**src/rtl/alu_serial.sv**
```systemverilog
// Bit-serial ALU: operand-invert-then-operate datapath applied SLICE bits per
// clock, LSB first, with a registered carry between slices. Operands enter and
// results leave through valid/ready handshakes; carry, overflow and zero flags
// are produced on the final slice.
module alu_serial #(
    parameter int WIDTH = 8,
    parameter int SLICE = 1
) (
    input  logic             clk,
    input  logic             rst_n,
    input  logic             in_valid,
    output logic             in_ready,
    input  logic [WIDTH-1:0] a,
    input  logic [WIDTH-1:0] b,
    input  logic             cin,
    input  logic [1:0]       op,
    input  logic             inv_a,
    input  logic             inv_b,
    output logic             out_valid,
    input  logic             out_ready,
    output logic [WIDTH-1:0] result,
    output logic             carry_out,
    output logic             overflow,
    output logic             zero
);
    localparam int STEPS = WIDTH / SLICE;
    localparam int CW    = (STEPS > 1) ? $clog2(STEPS) : 1;

    localparam logic [1:0]    OP_ADD = 2'b00;
    localparam logic [1:0]    OP_XOR = 2'b01;
    localparam logic [1:0]    OP_AND = 2'b10;
    localparam logic [CW-1:0] LAST   = CW'(STEPS - 1);

    typedef enum logic [1:0] {
        IDLE = 2'b00,
        RUN  = 2'b01,
        DONE = 2'b10
    } state_t;

    state_t state_reg, state_next;

    // Latched command and shifting operands
    logic [WIDTH-1:0] a_reg, b_reg;
    logic [1:0]       op_reg;
    logic             inv_a_reg, inv_b_reg;

    // Running datapath state
    logic             carry_reg;
    logic             zacc_reg;
    logic [CW-1:0]    cnt_reg;
    logic [WIDTH-1:0] result_reg;
    logic             carry_out_reg, overflow_reg, zero_reg;

    // Slice datapath
    logic             accept;
    logic             is_add;
    logic [SLICE-1:0] a_slice, b_slice, slice_res;
    logic [SLICE:0]   chain;
    logic [WIDTH-1:0] slice_ext, result_shift;

    assign accept = in_valid && (state_reg == IDLE);
    assign is_add = (op_reg == OP_ADD);

    // Per-bit invert, ripple carry and operation select across the slice
    assign chain[0] = carry_reg;
    for (genvar gi = 0; gi < SLICE; gi++) begin : g_bit
        assign a_slice[gi]  = a_reg[gi] ^ inv_a_reg;
        assign b_slice[gi]  = b_reg[gi] ^ inv_b_reg;
        assign chain[gi+1]  = (a_slice[gi] & b_slice[gi]) |
                              (chain[gi] & (a_slice[gi] ^ b_slice[gi]));
        assign slice_res[gi] = (op_reg == OP_ADD) ? (a_slice[gi] ^ b_slice[gi] ^ chain[gi]) :
                               (op_reg == OP_XOR) ? (a_slice[gi] ^ b_slice[gi]) :
                               (op_reg == OP_AND) ? (a_slice[gi] & b_slice[gi]) :
                                                    (a_slice[gi] | b_slice[gi]);
    end

    // New slice enters the result register from the top so that after STEPS
    // shifts the first (LSB) slice has reached bit 0.
    assign slice_ext    = WIDTH'(slice_res);
    assign result_shift = (result_reg >> SLICE) | (slice_ext << (WIDTH - SLICE));

    // State register
    always_ff @(posedge clk or negedge rst_n) begin
        if (!rst_n) begin
            state_reg <= IDLE;
        end else begin
            state_reg <= state_next;
        end
    end

    // Next-state and handshake outputs
    always_comb begin
        state_next = state_reg;
        in_ready   = 1'b0;
        out_valid  = 1'b0;
        case (state_reg)
            IDLE: begin
                in_ready = 1'b1;
                if (in_valid) begin
                    state_next = RUN;
                end
            end
            RUN: begin
                if (cnt_reg == LAST) begin
                    state_next = DONE;
                end
            end
            DONE: begin
                out_valid = 1'b1;
                if (out_ready) begin
                    state_next = IDLE;
                end
            end
            default: state_next = IDLE;
        endcase
    end

    // Command latch, slice stepping and final flag capture
    always_ff @(posedge clk or negedge rst_n) begin
        if (!rst_n) begin
            a_reg         <= '0;
            b_reg         <= '0;
            op_reg        <= OP_ADD;
            inv_a_reg     <= 1'b0;
            inv_b_reg     <= 1'b0;
            carry_reg     <= 1'b0;
            zacc_reg      <= 1'b0;
            cnt_reg       <= '0;
            result_reg    <= '0;
            carry_out_reg <= 1'b0;
            overflow_reg  <= 1'b0;
            zero_reg      <= 1'b0;
        end else if (accept) begin
            a_reg     <= a;
            b_reg     <= b;
            op_reg    <= op;
            inv_a_reg <= inv_a;
            inv_b_reg <= inv_b;
            carry_reg <= (op == OP_ADD) & cin;
            zacc_reg  <= 1'b1;
            cnt_reg   <= '0;
        end else if (state_reg == RUN) begin
            a_reg      <= a_reg >> SLICE;
            b_reg      <= b_reg >> SLICE;
            result_reg <= result_shift;
            carry_reg  <= is_add & chain[SLICE];
            zacc_reg   <= zacc_reg & ~(|slice_res);
            cnt_reg    <= cnt_reg + CW'(1);
            if (cnt_reg == LAST) begin
                carry_out_reg <= is_add & chain[SLICE];
                overflow_reg  <= is_add & (chain[SLICE-1] ^ chain[SLICE]);
                zero_reg      <= zacc_reg & ~(|slice_res);
            end
        end
    end

    assign result    = result_reg;
    assign carry_out = carry_out_reg;
    assign overflow  = overflow_reg;
    assign zero      = zero_reg;

endmodule
```
**config.mk**
```make
export PLATFORM = sky130hd
export DESIGN_NAME = alu_serial
export DESIGN_NICKNAME = d
export VERILOG_FILES = /design/src/rtl/alu_serial.sv
export SDC_FILE = /design/constraint.sdc
export NUM_CORES = 1
export LEC_CHECK = 0
export ABC_AREA = 1
export CAP_MARGIN = 20
export CORE_ASPECT_RATIO = 0.9
export CORE_MARGIN = 2
export CORE_UTILIZATION = 30
export CTS_CLUSTER_SIZE = 12
export DETAILED_ROUTE_END_ITERATION = 7
export PLACE_DENSITY = 0.52
export SYNTH_ARGS = -nofsm -noshare
export SYNTH_HDL_FRONTEND = slang
export SYNTH_SLANG_ARGS = --single-unit
```
**constraint.sdc**
```tcl
create_clock -name clk -period 1.67 [get_ports clk]
set_clock_uncertainty 0.1 [all_clocks]
set_input_delay 0.334 -clock clk [delete_from_list [all_inputs] [get_ports clk]]
set_output_delay 0.334 -clock clk [all_outputs]
set_load 0.02 [all_outputs]
```
# Yosys cells after proc, flatten, opt, wreduce, memory -nomap -nowiden
# Cells that the tools add are included.
# word_totals
inputBits	25
latch_bits	0
ram_bits	0
register_bits	38
mem_bits_ro	0
memories	0
# op_classes
multipliers	0
eq_ne	8
div	0
n_lt_le_gt_ge	0
n_reduce_logical	8
mux	19
n_addsub	1
bitwise_logic	16
n_shift	0
# op_table
cell	count
8-bit 2-to-1 mux	4
1-bit 2-to-1 mux	9
7-bit by 8-bit OR with 8-bit output	1
1-bit bitwise AND	6
2-bit zero test	3
2-bit 2-to-1 mux	3
3-bit 2-to-1 mux	2
2-bit inequality test, second input constant	3
2-bit one-hot mux with 3 select lines	1
3-bit AND reduction	2
1-bit bitwise XOR	5
2-bit by 1-bit equality test with 1-bit output, second input constant	2
2-bit equality test, second input constant	2
3-bit by 1-bit adder with 3-bit output, second input constant	1
3-bit equality test, second input constant	1
1-bit inverter	2
1-bit OR	2
2-bit AND reduction	1
2-bit nonzero test	1
1-bit logical AND	1

# Logic depth before layout (Yosys ltp)
# depth
depth_word	9
ltp_mapped	10
depth_no_buf	10

# Worst setup path before layout
# OpenSTA, ideal clock, no wires.
# synth_path
path_kind	register -> register
from	register inv_b_reg
to	register zacc_reg
path_buffers	0
stages_incl_launch_ff	9
t_required_ns	1.452
setup_ns	0.118
path_slack_ns	0.022
synth_period_minus_slack_ns	1.648
t_arrival_ns	1.429
path_cell_list	dfrtp_1 -> xnor2_1 -> fa_1 -> inv_1 -> nand2_1 -> nand3_1 -> nand2_1 -> nand2_1 -> nand2_1
# synth_between
elab_chain_cells	9
# synth_lines
item	line	rtl
from (decl)	45	logic inv_a_reg, inv_b_reg;
from (signal assigned)	138	inv_b_reg <= inv_b;
1-bit bitwise XOR (*)	68	assign b_slice[gi] = b_reg[gi] ^ inv_b_reg;
1-bit OR / 1-bit bitwise AND (equally long branches)	74, 73	
1-bit 2-to-1 mux	73	(op_reg == OP_AND) ? (a_slice[gi] & b_slice[gi]) :
1-bit 2-to-1 mux	72	(op_reg == OP_XOR) ? (a_slice[gi] ^ b_slice[gi]) :
1-bit 2-to-1 mux (*)	71	assign slice_res[gi] = (op_reg == OP_ADD) ? (a_slice[gi] ^ b_slice[gi] ^ chain[gi]) :
1-bit inverter (*)	147	zacc_reg <= zacc_reg & ~(|slice_res);
1-bit bitwise AND (*)	147	
1-bit 2-to-1 mux (*)	142	end else if (state_reg == RUN) begin
1-bit 2-to-1 mux (*)	133	end else if (accept) begin
to (signal assigned)	147	
to (decl)	49	logic zacc_reg;
# Every way passes the cells marked *; elsewhere a longest branch is shown, timed or not. The select of a mux whose other input is x is not followed.
# A chain may end at the register's enable or synchronous reset.

# Worst setup path after layout
# layout_path
from	register inv_a_reg
to	register zacc_reg
# layout_between
elab_chain_cells	9
# layout_lines
item	line	rtl
from (decl)	45	
from (signal assigned)	137	inv_a_reg <= inv_a;
1-bit bitwise XOR (*)	67	assign a_slice[gi] = a_reg[gi] ^ inv_a_reg;
1-bit OR / 1-bit bitwise AND (equally long branches)	74, 73	
1-bit 2-to-1 mux	73	
1-bit 2-to-1 mux	72	
1-bit 2-to-1 mux (*)	71	
1-bit inverter (*)	147	
1-bit bitwise AND (*)	147	
1-bit 2-to-1 mux (*)	142	
1-bit 2-to-1 mux (*)	133	
# Marks and branches as above.

==> impl_metrics.yaml <==
finish:
  nets: 281
  fillers: 606
  diodes: 0
  drive_gt1_share_pct: 14.68
  fin_cells: 322
  area_growth_syn_to_layout_pct: 40.03
power:
  p_sw_mw: 1.835
  p_leak_nw: 1.221
  peakVddDrop_mv: 0.6658
  clkPwrFrac_pct: 19.6
  combPwrFrac_pct: 46.9
  seqPwrFrac_pct: 33.5
  swShare_pct: 38.54
  powerDensity_nw_per_um2: 1950
  p_int_mw: 2.926
global_routing:
  grt_max_degree: 19
  grt_busiest_layer: "met2"
  grt_pass1_vias: 1393
  grt_use_met2_pct: 19.60
  antenna_found_initial: 0
  overflow: 0
  grt_pass1_wl_mm: 6.161
  grtUsageMet1_pct: 15.20
  use_met3_pct: 3.359
  grt_util_all_layers_pct: 11.92
synth:
  yosys-top-cells-area: "dfrtp_1 (55%), nand2_1 (18%), nand3_1 (3.7%), inv_1 (3.4%), ha_1 (2.9%)"
  synth_ff_type: "dfrtp_1"
  synth-edff-count: 0
  syn_inst: 197
  synth_most_common_cell: "nand2_1"
  synth_area_um2: 1744
  synth_nets: 227
  syn_area_per_cell_um2: 8.854
  yosysWarnings: 0
  async_reset_ff_share_pct: 100.0
  ys_ff_latch: 38
  seq_area_frac_synth_pct: 54.52
  yosysTopAreaCellShare_pct: 54.52
  yosys.area.top_type: "dfrtp_1"
  synth_cell_types: 24
  yosys-top-cells-count: "nand2_1 (83), dfrtp_1 (38), inv_1 (16)"
die:
  dieArea_um2: 6441
  io_pins: 38
  die_x_um: 84.38
  rows: 26
  core_um2: 5660
  fp.dieH_um: 76.34
  initial_core_util_pct: 30.81
route:
  drt_iter0_markers: 46
  ant_nets: 0
  wire_per_inst_um: 11.13
  first_pass_iters: 4
  wl_mm: 3.585
  drc: 0
  num_vias: 1422
  viasPerCell: 4.416
sta:
  setup_viol: 0
  period_share_pct: 99.38
  worst_pin_slew_ns: 0.3922
  rsz0062_at_grt: "yes"
  slew_violations: 0
  fin_setup_tns_ns: 0
  period_needed_ns: 1.660
  slew_headroom_pct: 73.86
  fmax_mhz: 602.5
  hold_viol: 0
place:
  place_congestion: 0.6982
  place_inst: 311
  hpwl_mm: 2.661
  portBuffers: 37
setup_path:
  cp.arrival_ns: 1.74
  critical_path_required_ns: 1.75
  crit_chain: "buf_4, xnor2_2, buf_4, ha_1, nand3_1, nand3_2, nand2_2, nand2_1, nand2_1"
  cp-end-kind: "register"
  start_kind: "register"
  cp_max_fo: 2
  critPathMaxStageDelay_ns: 0.41
  crit_path_top_delay_cell: "dfrtp_1"
  worstSetupPathType: "reg2reg"
outcome:
  outcome: "finished clean"
clock_network:
  numCtsBuffers: 5
  clock_latency_ns: 0.29
  cts_tree: "yes"
  htreeDepth: 2
  cts-root-buf: "clkbuf_8"
  clockBufferDepth: 2
  clk_pin_slew_worst_paths_ns: 0.08
  cts.sinks: 38
flow_run:
  drv_cap: 0
hold_path:
  worstHoldPathType: "reg2reg"
## metal layers
metal  vias up  wire (um)  part of all wire, %
met5         -          0                    0
met4         0         31                 0.86
met3         4        140                  3.9
met2        25       1713                   48
met1       665       1700                   47
li1        728          -                    -
## metrics by stage
stage | hold WS [ns] | cell area [um^2] | utilization, % | total power, mW | setup WS (ns)
5_1_grt | 0.4041 | 2442 | 43.15 | 5.191 | -0.09295
3_5_place_dp | 0.1812 | 2255 | 39.83 | 3.802 | -0.03647
2_1_floorplan | -0.06159 | 1744 | - | 3.024 | 0.02233
4_1_cts | 0.3809 | 2411 | 42.60 | 4.738 | -0.0005773
6_report | 0.3803 | 2442 | 43.15 | 4.761 | 0.01035
3_3_place_gp | 0.1862 | 2255 | 39.83 | 3.762 | -0.01821
## cell usage in the layout (no fill, tap or decap), drive strengths merged, types with 2 or more instances in the layout
cell and n:
nand2 87, dfrtp 38, clkdlybuf4s50 23, inv 18, buf 16, nand3 13
dlygate4sd2 11, o21ai 11, nor2 6, clkbuf 5, o211ai 4, ha 4
xnor2 4, bufinv 2, clkdlybuf4s15 2
## what timing repair did
item	CTS	global route
setup buffers	0	2
hold buffers	1	0
endpoints found under the hold margin	16	0
pin swaps	1	5
gates resized for setup	18	5
endpoints found under the setup margin	16	6
## power groups by stage
stage	Clock [mW]	Combinational [mW]	Sequential, mW
final	0.936	2.23	1.60
after global routing	0.992	2.54	1.66
after CTS	0.955	2.18	1.60
after detailed placement	0	2.21	1.59
after global placement	0	2.17	1.59
after floorplan	0	1.32	1.70
## final timing paths
check	cells past startpoint	slack (ns)	end	start
min reg2reg	1	0.38	cnt_reg[0]$_DFFE_PN0P_	cnt_reg[0]$_DFFE_PN0P_
min in group asynchronous	2	0.39	a_reg[4]$_DFFE_PN0P_	rst_n
min	1	0.38	cnt_reg[0]$_DFFE_PN0P_	cnt_reg[0]$_DFFE_PN0P_
max	9	0.01	zacc_reg$_DFFE_PN0P_	inv_a_reg$_DFFE_PN0P_
max reg2reg	9	0.01	zacc_reg$_DFFE_PN0P_	inv_a_reg$_DFFE_PN0P_
max in group asynchronous	3	0.56	op_reg[0]$_DFFE_PN0P_	rst_n
## worst max-delay path: cells and delay by family (launching register included)
family / cells / cell delay, ns
XOR/XNOR: 1 / 0.13
adder cells (fa/ha/maj): 1 / 0.27
AND/OR/NAND/NOR: 5 / 0.35
flip-flops: 1 / 0.41
buffers and inverters: 2 / 0.29
## layout make-up
type / instances / area, um^2 / area share (%)
clock buffers: 5 / 68.82 / 2.818
inverters: 18 / 72.57 / 2.971
clock inverters: 3 / 68.82 / 2.818
flip-flops and latches: 38 / 950.9 / 38.93
repair buffers: 53 / 490.5 / 20.08
multi-input cells: 135 / 703.2 / 28.79
well taps: 70 / 87.58 / 3.586
## logic make-up after synthesis
logic type | synth area share [%]
xor+xnor | 2.008
buf+inv | 7.174
simple gates | 26.26
fa+ha+maj | 4.017
flops | 54.52
compound gates | 6.026
Note: power is estimated with default switching activity, not from simulation.
